[config.mk]
export PLATFORM = sky130hd
export DESIGN_NAME = vending_machine_param
export DESIGN_NICKNAME = d
export VERILOG_FILES = /design/src/rtl/vending_machine_param.sv
export SDC_FILE = /design/constraint.sdc
export NUM_CORES = 1
export LEC_CHECK = 0
export BUFFER_PORTS_ARGS = -buffer_cell sky130_fd_sc_hd__buf_4
export CAP_MARGIN = 20
export CORE_UTILIZATION = 45
export CTS_CLUSTER_SIZE = 10
export DETAILED_ROUTE_END_ITERATION = 10
export PLACE_DENSITY = 0.63
export RECOVER_POWER = 100
export SYNTH_ARGS = -nofsm -noshare
export SYNTH_HDL_FRONTEND = slang
export SYNTH_SLANG_ARGS = --single-unit
[constraint.sdc]
create_clock -name clk -period 4.4 [get_ports clk]
set_input_delay 0.44 -clock clk [delete_from_list [all_inputs] [get_ports clk]]
set_output_delay 0.44 -clock clk [all_outputs]
set_load 0.01 [all_outputs]
[src/rtl/vending_machine_param.sv]
// Parametrised vending controller: configurable items/prices, per-item stock with
// sold-out flags, cancel/refund, credit overflow protection and serial change return.
module vending_machine_param #(
  parameter int unsigned                   NUM_ITEMS  = 4,
  parameter int unsigned                   ITEM_W     = 2,
  parameter int unsigned                   PRICE_W    = 4,
  parameter logic [NUM_ITEMS*PRICE_W-1:0]  PRICES     = 16'h8532,
  parameter int unsigned                   CREDIT_W   = 6,
  parameter int unsigned                   STOCK_W    = 3,
  parameter int unsigned                   STOCK_INIT = 3
) (
  input  logic                 clk,
  input  logic                 reset,
  input  logic [ITEM_W-1:0]    item,
  input  logic                 sel,
  input  logic                 dollar_10,
  input  logic                 dollar_50,
  input  logic                 cancel,
  input  logic                 restock,
  output logic [PRICE_W-1:0]   price,
  output logic [CREDIT_W-1:0]  credit,
  output logic [NUM_ITEMS-1:0] item_rels,
  output logic                 change_return,
  output logic [NUM_ITEMS-1:0] sold_out,
  output logic                 coin_reject,
  output logic                 sel_reject
);

  typedef enum logic [1:0] {
    S_IDLE,
    S_PAY,
    S_VEND,
    S_CHANGE
  } state_t;

  localparam int unsigned            SUM_W      = CREDIT_W + 3;
  localparam logic [SUM_W-1:0]       CREDIT_MAX = SUM_W'({CREDIT_W{1'b1}});
  localparam logic [STOCK_W-1:0]     STOCK_LOAD = STOCK_W'(STOCK_INIT);

  state_t                                 r_state, w_state_nxt;
  logic [ITEM_W-1:0]                      r_item, w_item_nxt;
  logic [PRICE_W-1:0]                     r_price, w_price_nxt;
  logic [CREDIT_W-1:0]                    r_credit, w_credit_nxt;
  logic [NUM_ITEMS-1:0][STOCK_W-1:0]      r_stock, w_stock_nxt;
  logic [NUM_ITEMS-1:0]                   r_item_rels, w_rels_nxt;
  logic [NUM_ITEMS-1:0]                   r_sold_out, w_sold_nxt;
  logic                                   r_change_return, w_change_nxt;
  logic                                   r_coin_reject, w_coin_rej_nxt;
  logic                                   r_sel_reject, w_sel_rej_nxt;

  logic                                   w_coin_any;
  logic [2:0]                             w_inc;
  logic [SUM_W-1:0]                       w_sum;
  logic [CREDIT_W-1:0]                    w_remain;
  logic                                   w_sel_ok;
  logic [PRICE_W-1:0]                     w_sel_price;

  assign w_coin_any = dollar_10 | dollar_50;
  assign w_inc      = {dollar_50, 1'b0, dollar_50} + {2'b00, dollar_10};
  assign w_sum      = SUM_W'(r_credit) + SUM_W'(w_inc);
  assign w_remain   = CREDIT_W'(32'(r_credit) - 32'(r_price));

  // Decode the requested item without a range compare so any NUM_ITEMS works;
  // an index with no matching item simply never qualifies.
  always_comb begin
    w_sel_ok    = 1'b0;
    w_sel_price = '0;
    for (int unsigned i = 0; i < NUM_ITEMS; i++) begin
      if (item == ITEM_W'(i)) begin
        w_sel_ok    = (r_stock[i] != '0);
        w_sel_price = PRICES[i*PRICE_W +: PRICE_W];
      end
    end
  end

  always_comb begin
    w_state_nxt    = r_state;
    w_item_nxt     = r_item;
    w_price_nxt    = r_price;
    w_credit_nxt   = r_credit;
    w_stock_nxt    = r_stock;
    w_rels_nxt     = '0;
    w_coin_rej_nxt = 1'b0;
    w_sel_rej_nxt  = 1'b0;

    case (r_state)
      S_IDLE: begin
        w_coin_rej_nxt = w_coin_any;
        if (restock) begin
          for (int unsigned i = 0; i < NUM_ITEMS; i++) w_stock_nxt[i] = STOCK_LOAD;
        end
        if (sel) begin
          if (w_sel_ok) begin
            w_item_nxt  = item;
            w_price_nxt = w_sel_price;
            w_state_nxt = S_PAY;
          end else begin
            w_sel_rej_nxt = 1'b1;
          end
        end
      end

      S_PAY: begin
        w_sel_rej_nxt = sel;
        if (w_sum > CREDIT_MAX) w_coin_rej_nxt = 1'b1;
        else                    w_credit_nxt   = w_sum[CREDIT_W-1:0];
        // Cancel wins over a paying coin: the coin is kept in credit and refunded.
        if (cancel) begin
          w_price_nxt = '0;
          w_state_nxt = (w_credit_nxt != '0) ? S_CHANGE : S_IDLE;
        end else if (32'(w_credit_nxt) >= 32'(r_price)) begin
          w_state_nxt = S_VEND;
          w_rels_nxt  = NUM_ITEMS'(1) << r_item;
        end
      end

      S_VEND: begin
        w_coin_rej_nxt       = w_coin_any;
        w_sel_rej_nxt        = sel;
        w_credit_nxt         = w_remain;
        w_price_nxt          = '0;
        w_stock_nxt[r_item]  = r_stock[r_item] - STOCK_W'(1);
        w_state_nxt          = (w_remain != '0) ? S_CHANGE : S_IDLE;
      end

      S_CHANGE: begin
        w_coin_rej_nxt = w_coin_any;
        w_sel_rej_nxt  = sel;
        if (r_credit <= CREDIT_W'(1)) begin
          w_credit_nxt = '0;
          w_state_nxt  = S_IDLE;
        end else begin
          w_credit_nxt = r_credit - CREDIT_W'(1);
        end
      end

      default: w_state_nxt = S_IDLE;
    endcase

    w_change_nxt = (w_state_nxt == S_CHANGE);
    for (int unsigned i = 0; i < NUM_ITEMS; i++) w_sold_nxt[i] = (w_stock_nxt[i] == '0);
  end

  always_ff @(posedge clk) begin
    if (reset) r_state <= S_IDLE;
    else       r_state <= w_state_nxt;
  end

  always_ff @(posedge clk) begin
    if (reset) begin
      r_item          <= '0;
      r_price         <= '0;
      r_credit        <= '0;
      for (int unsigned i = 0; i < NUM_ITEMS; i++) r_stock[i] <= STOCK_LOAD;
      r_item_rels     <= '0;
      r_sold_out      <= '0;
      r_change_return <= 1'b0;
      r_coin_reject   <= 1'b0;
      r_sel_reject    <= 1'b0;
    end else begin
      r_item          <= w_item_nxt;
      r_price         <= w_price_nxt;
      r_credit        <= w_credit_nxt;
      r_stock         <= w_stock_nxt;
      r_item_rels     <= w_rels_nxt;
      r_sold_out      <= w_sold_nxt;
      r_change_return <= w_change_nxt;
      r_coin_reject   <= w_coin_rej_nxt;
      r_sel_reject    <= w_sel_rej_nxt;
    end
  end

  assign price         = r_price;
  assign credit        = r_credit;
  assign item_rels     = r_item_rels;
  assign change_return = r_change_return;
  assign sold_out      = r_sold_out;
  assign coin_reject   = r_coin_reject;
  assign sel_reject    = r_sel_reject;

endmodule

==> results_dict.tcl <==
set metrics [dict create \
    worst-path-stages 14 \
    core_area_sq_um 5470 \
    synth-async-reset-ratio_pct 0 \
    grt_pass1_vias 2192 \
    tightestPinTransition_ns 1.08 \
    ys_ff_latch 37 \
    finalSetupTns_ns 0 \
    avgSynthCellArea_sq_um 8.20 \
    whs_path_depth 2 \
    synth_cell_types 57 \
    die_y_um 77.3 \
    crit_top_cell "ha_1" \
    powerDensity_nw_per_um2 642 \
    p_total_w 0.00182 \
    p_int_w 0.000981 \
    io_buffers 29 \
    synth_edf_count 0 \
    syn_area_sq_um 2550 \
    totalWireLength_mm 6.39 \
    switchingPower_w 0.000842 \
    crit_family "simple AND/OR/NAND/NOR gates" \
    initial_core_util_pct 46.6 \
    area_delta_synth_final_pct 11.4 \
    pwr-share-seq_pct 27.6 \
    fmax_mhz 273 \
    antenna_found_initial 0 \
    rows 27 \
    slowest_stage "or4b_2" \
    start_kind "primary input" \
    cts_hold_buf 0 \
    cts_setup_buffers 0 \
    overflow 0 \
    grt_max_degree 20 \
    finalHoldViolCount 0 \
    layout_min_cycle_time_ns 3.67 \
    ys_dominant_reg_cell "dfxtp_1" \
    cp-end-kind "flip-flop" \
    drv_slew 0 \
    leakagePower_nw 1.17 \
    clkSinkCount 37 \
    slew_headroom_pct 27.4 \
    skew_ns 0.0103 \
    finalSetupViolCount 0 \
    diodes 0 \
    crit_chain "clkbuf_1 -> inv_1 -> ha_1 -> ha_1 -> fa_1 -> a21oi_1 -> o221ai_1 -> or2_2 -> ha_1 -> o21ai_0 -> a21oi_1 -> nor3_1 -> or4b_2 -> nor3_1" \
    clk_transition_reported_paths_ns 0.07 \
    fin_nets 371 \
    rsz0062_at_grt "no" \
    swShare_pct 46.2 \
    synth_nets 348 \
    drive_gt1_share_pct 8.36 \
    arrival_ns 3.87 \
    die-area_sq_um 5970 \
    cts_buffers 5 \
    clock_path_buffers 2 \
    crit_buf_inv 2 \
    track_usage_pct 22.9 \
    post-place-cells 399 \
    max_stage_delay_ns 0.68 \
    critPathMaxFanout 5 \
    io_pins 30 \
    fin_cells 407 \
    yosys_warnings 0 \
    max-cap-violations 0 \
    clk_latency_ns 0.29 \
    ys_seq_area_share_pct 29.0 \
    fill_cells 579 \
    required_ns 4.60 \
    dr.pass1.iters 5 \
    pwr-share-comb_pct 55.6 \
    dieWidth_um 77.3 \
    hold_class "primary input to flip-flop" \
    drtIter0Drc 156 \
    htreeDepth 2 \
    drc 0 \
    vias_per_cell 5.72 \
    min_period_over_period_pct 83.3 \
    power_frac_clock_pct 16.8 \
    rr_worst_depth 11 \
    wire_per_inst_um 15.7 \
    critPathKind "primary input to flip-flop" \
    ant_nets 0 \
    status "finished clean" \
    cts_root_buf "clkbuf_8" \
    dpl.hpwl_mm 4.77 \
    place_congestion 0.877 \
    peakVddDrop_mv 0.285 \
    cts_tree "built" \
    vias 2327 \
    post_cts.resized_instances 0 \
    syn-instance-count 311 \
    grt_pass1_wl_mm 10.8 \
]
-- cell type report --
type	count	area, sq um	share of cell area (%)
clock inverters	1	30.0	1.06
clock buffers	7	86.3	3.04
repair buffers	29	135	4.76
inverters	23	86.3	3.04
well taps	72	90.1	3.17
flip-flops and latches	37	741	26.1
multi-input cells	238	1670	58.9
-- worst paths after layout --
| kind | startpoint | to | slack (ns) |
|---|---|---|---|
| hold / removal | sel | sel_reject | 0.43 |
| hold reg to reg | price[3] | price[3] | 0.48 |
| setup / recovery | dollar_50 | item_rels[0] | 0.73 |
| setup reg to reg | credit[0] | item_rels[0] | 0.92 |
-- flip-flops by register name (all words and copies together), names as in the netlist --
signal,flops
r_stock,12
credit,6
item_rels,4
price,4
sold_out,4
r_item,2
r_state,2
change_return,1
coin_reject,1
sel_reject,1
-- layout by cell type, fill, tap and decap left out, types with 7 or more instances in the layout --
master | synthesis | routed
dfxtp_1 | 37 | 37
nor2_1 | 35 | 35
ha_1 | 26 | 26
a21oi_1 | 23 | 23
nand2_1 | 23 | 23
clkbuf_1 | 10 | 23
inv_1 | 22 | 22
o21ai_0 | 20 | 20
nor3_1 | 10 | 10
xor2_1 | 7 | 7
buf_4 | 0 | 7
-- cells in the mapped netlist (3+ instances only) --
| cell type | number | area (sq um) |
|---|---|---|
| xor2_1 | 7 | 61.3 |
| or2_2 | 3 | 18.8 |
| or3b_2 | 3 | 26.3 |
| nor3_1 | 10 | 50.1 |
| inv_1 | 22 | 82.6 |
| a211oi_1 | 4 | 30.0 |
| a21oi_1 | 23 | 115 |
| nand2_1 | 23 | 86.3 |
| ha_1 | 26 | 325 |
| and2_1 | 3 | 18.8 |
| or3_1 | 6 | 37.5 |
| o22ai_1 | 3 | 18.8 |
| nand2b_1 | 6 | 37.5 |
| a21o_1 | 3 | 22.5 |
| clkbuf_1 | 10 | 37.5 |
| xnor2_1 | 6 | 52.6 |
| nand3_1 | 3 | 15.0 |
| dfxtp_1 | 37 | 741 |
| nor2_1 | 35 | 131 |
| mux2i_1 | 4 | 40.0 |
| nor2b_1 | 3 | 18.8 |
| o2111ai_1 | 5 | 43.8 |
| o21ai_0 | 20 | 100 |
| mux4_2 | 3 | 67.6 |
-- per-stage QoR --
step	util (%)	worst slack [ns]	instance area, sq um	hold WS (ns)
2_1_floorplan	-	0.907	2550	0.476
3_3_place_gp	51.3	0.658	2810	0.460
3_5_place_dp	51.3	0.502	2810	0.468
4_1_cts	53.4	0.799	2920	0.414
5_1_grt	51.9	0.522	2840	0.419
6_report	51.9	0.734	2840	0.428
-- logic make-up after synthesis --
logic type	count (synthesis)	share of synthesized area, %
and+or+nand+nor	107	20.9
muxes	9	5.10
xor gates and xnor gates	13	4.47
buffers and inverters	36	5.35
AOI/OAI and AO/OA	81	20.8
DFF	37	29.0
adders and majority gates	28	14.3
-- power groups by stage --
stage,combinational [W],sequential [W],clock (W)
floorplan,0.000785,0.000469,0
global placement,0.00104,0.000510,0
detailed placement,0.00103,0.000512,0
CTS,0.00104,0.000504,0.000311
global route,0.00115,0.000516,0.000325
finish,0.00101,0.000503,0.000306
-- metal layers --
metal,wire length [um],vias up,global-route usage (%)
met5,0,-,0
li1,-,1151,-
met2,2830,82,35.4
met1,3040,1082,31.9
met4,133,0,7.36
met3,385,12,4.05
Note: power is estimated with default switching activity, not from simulation.
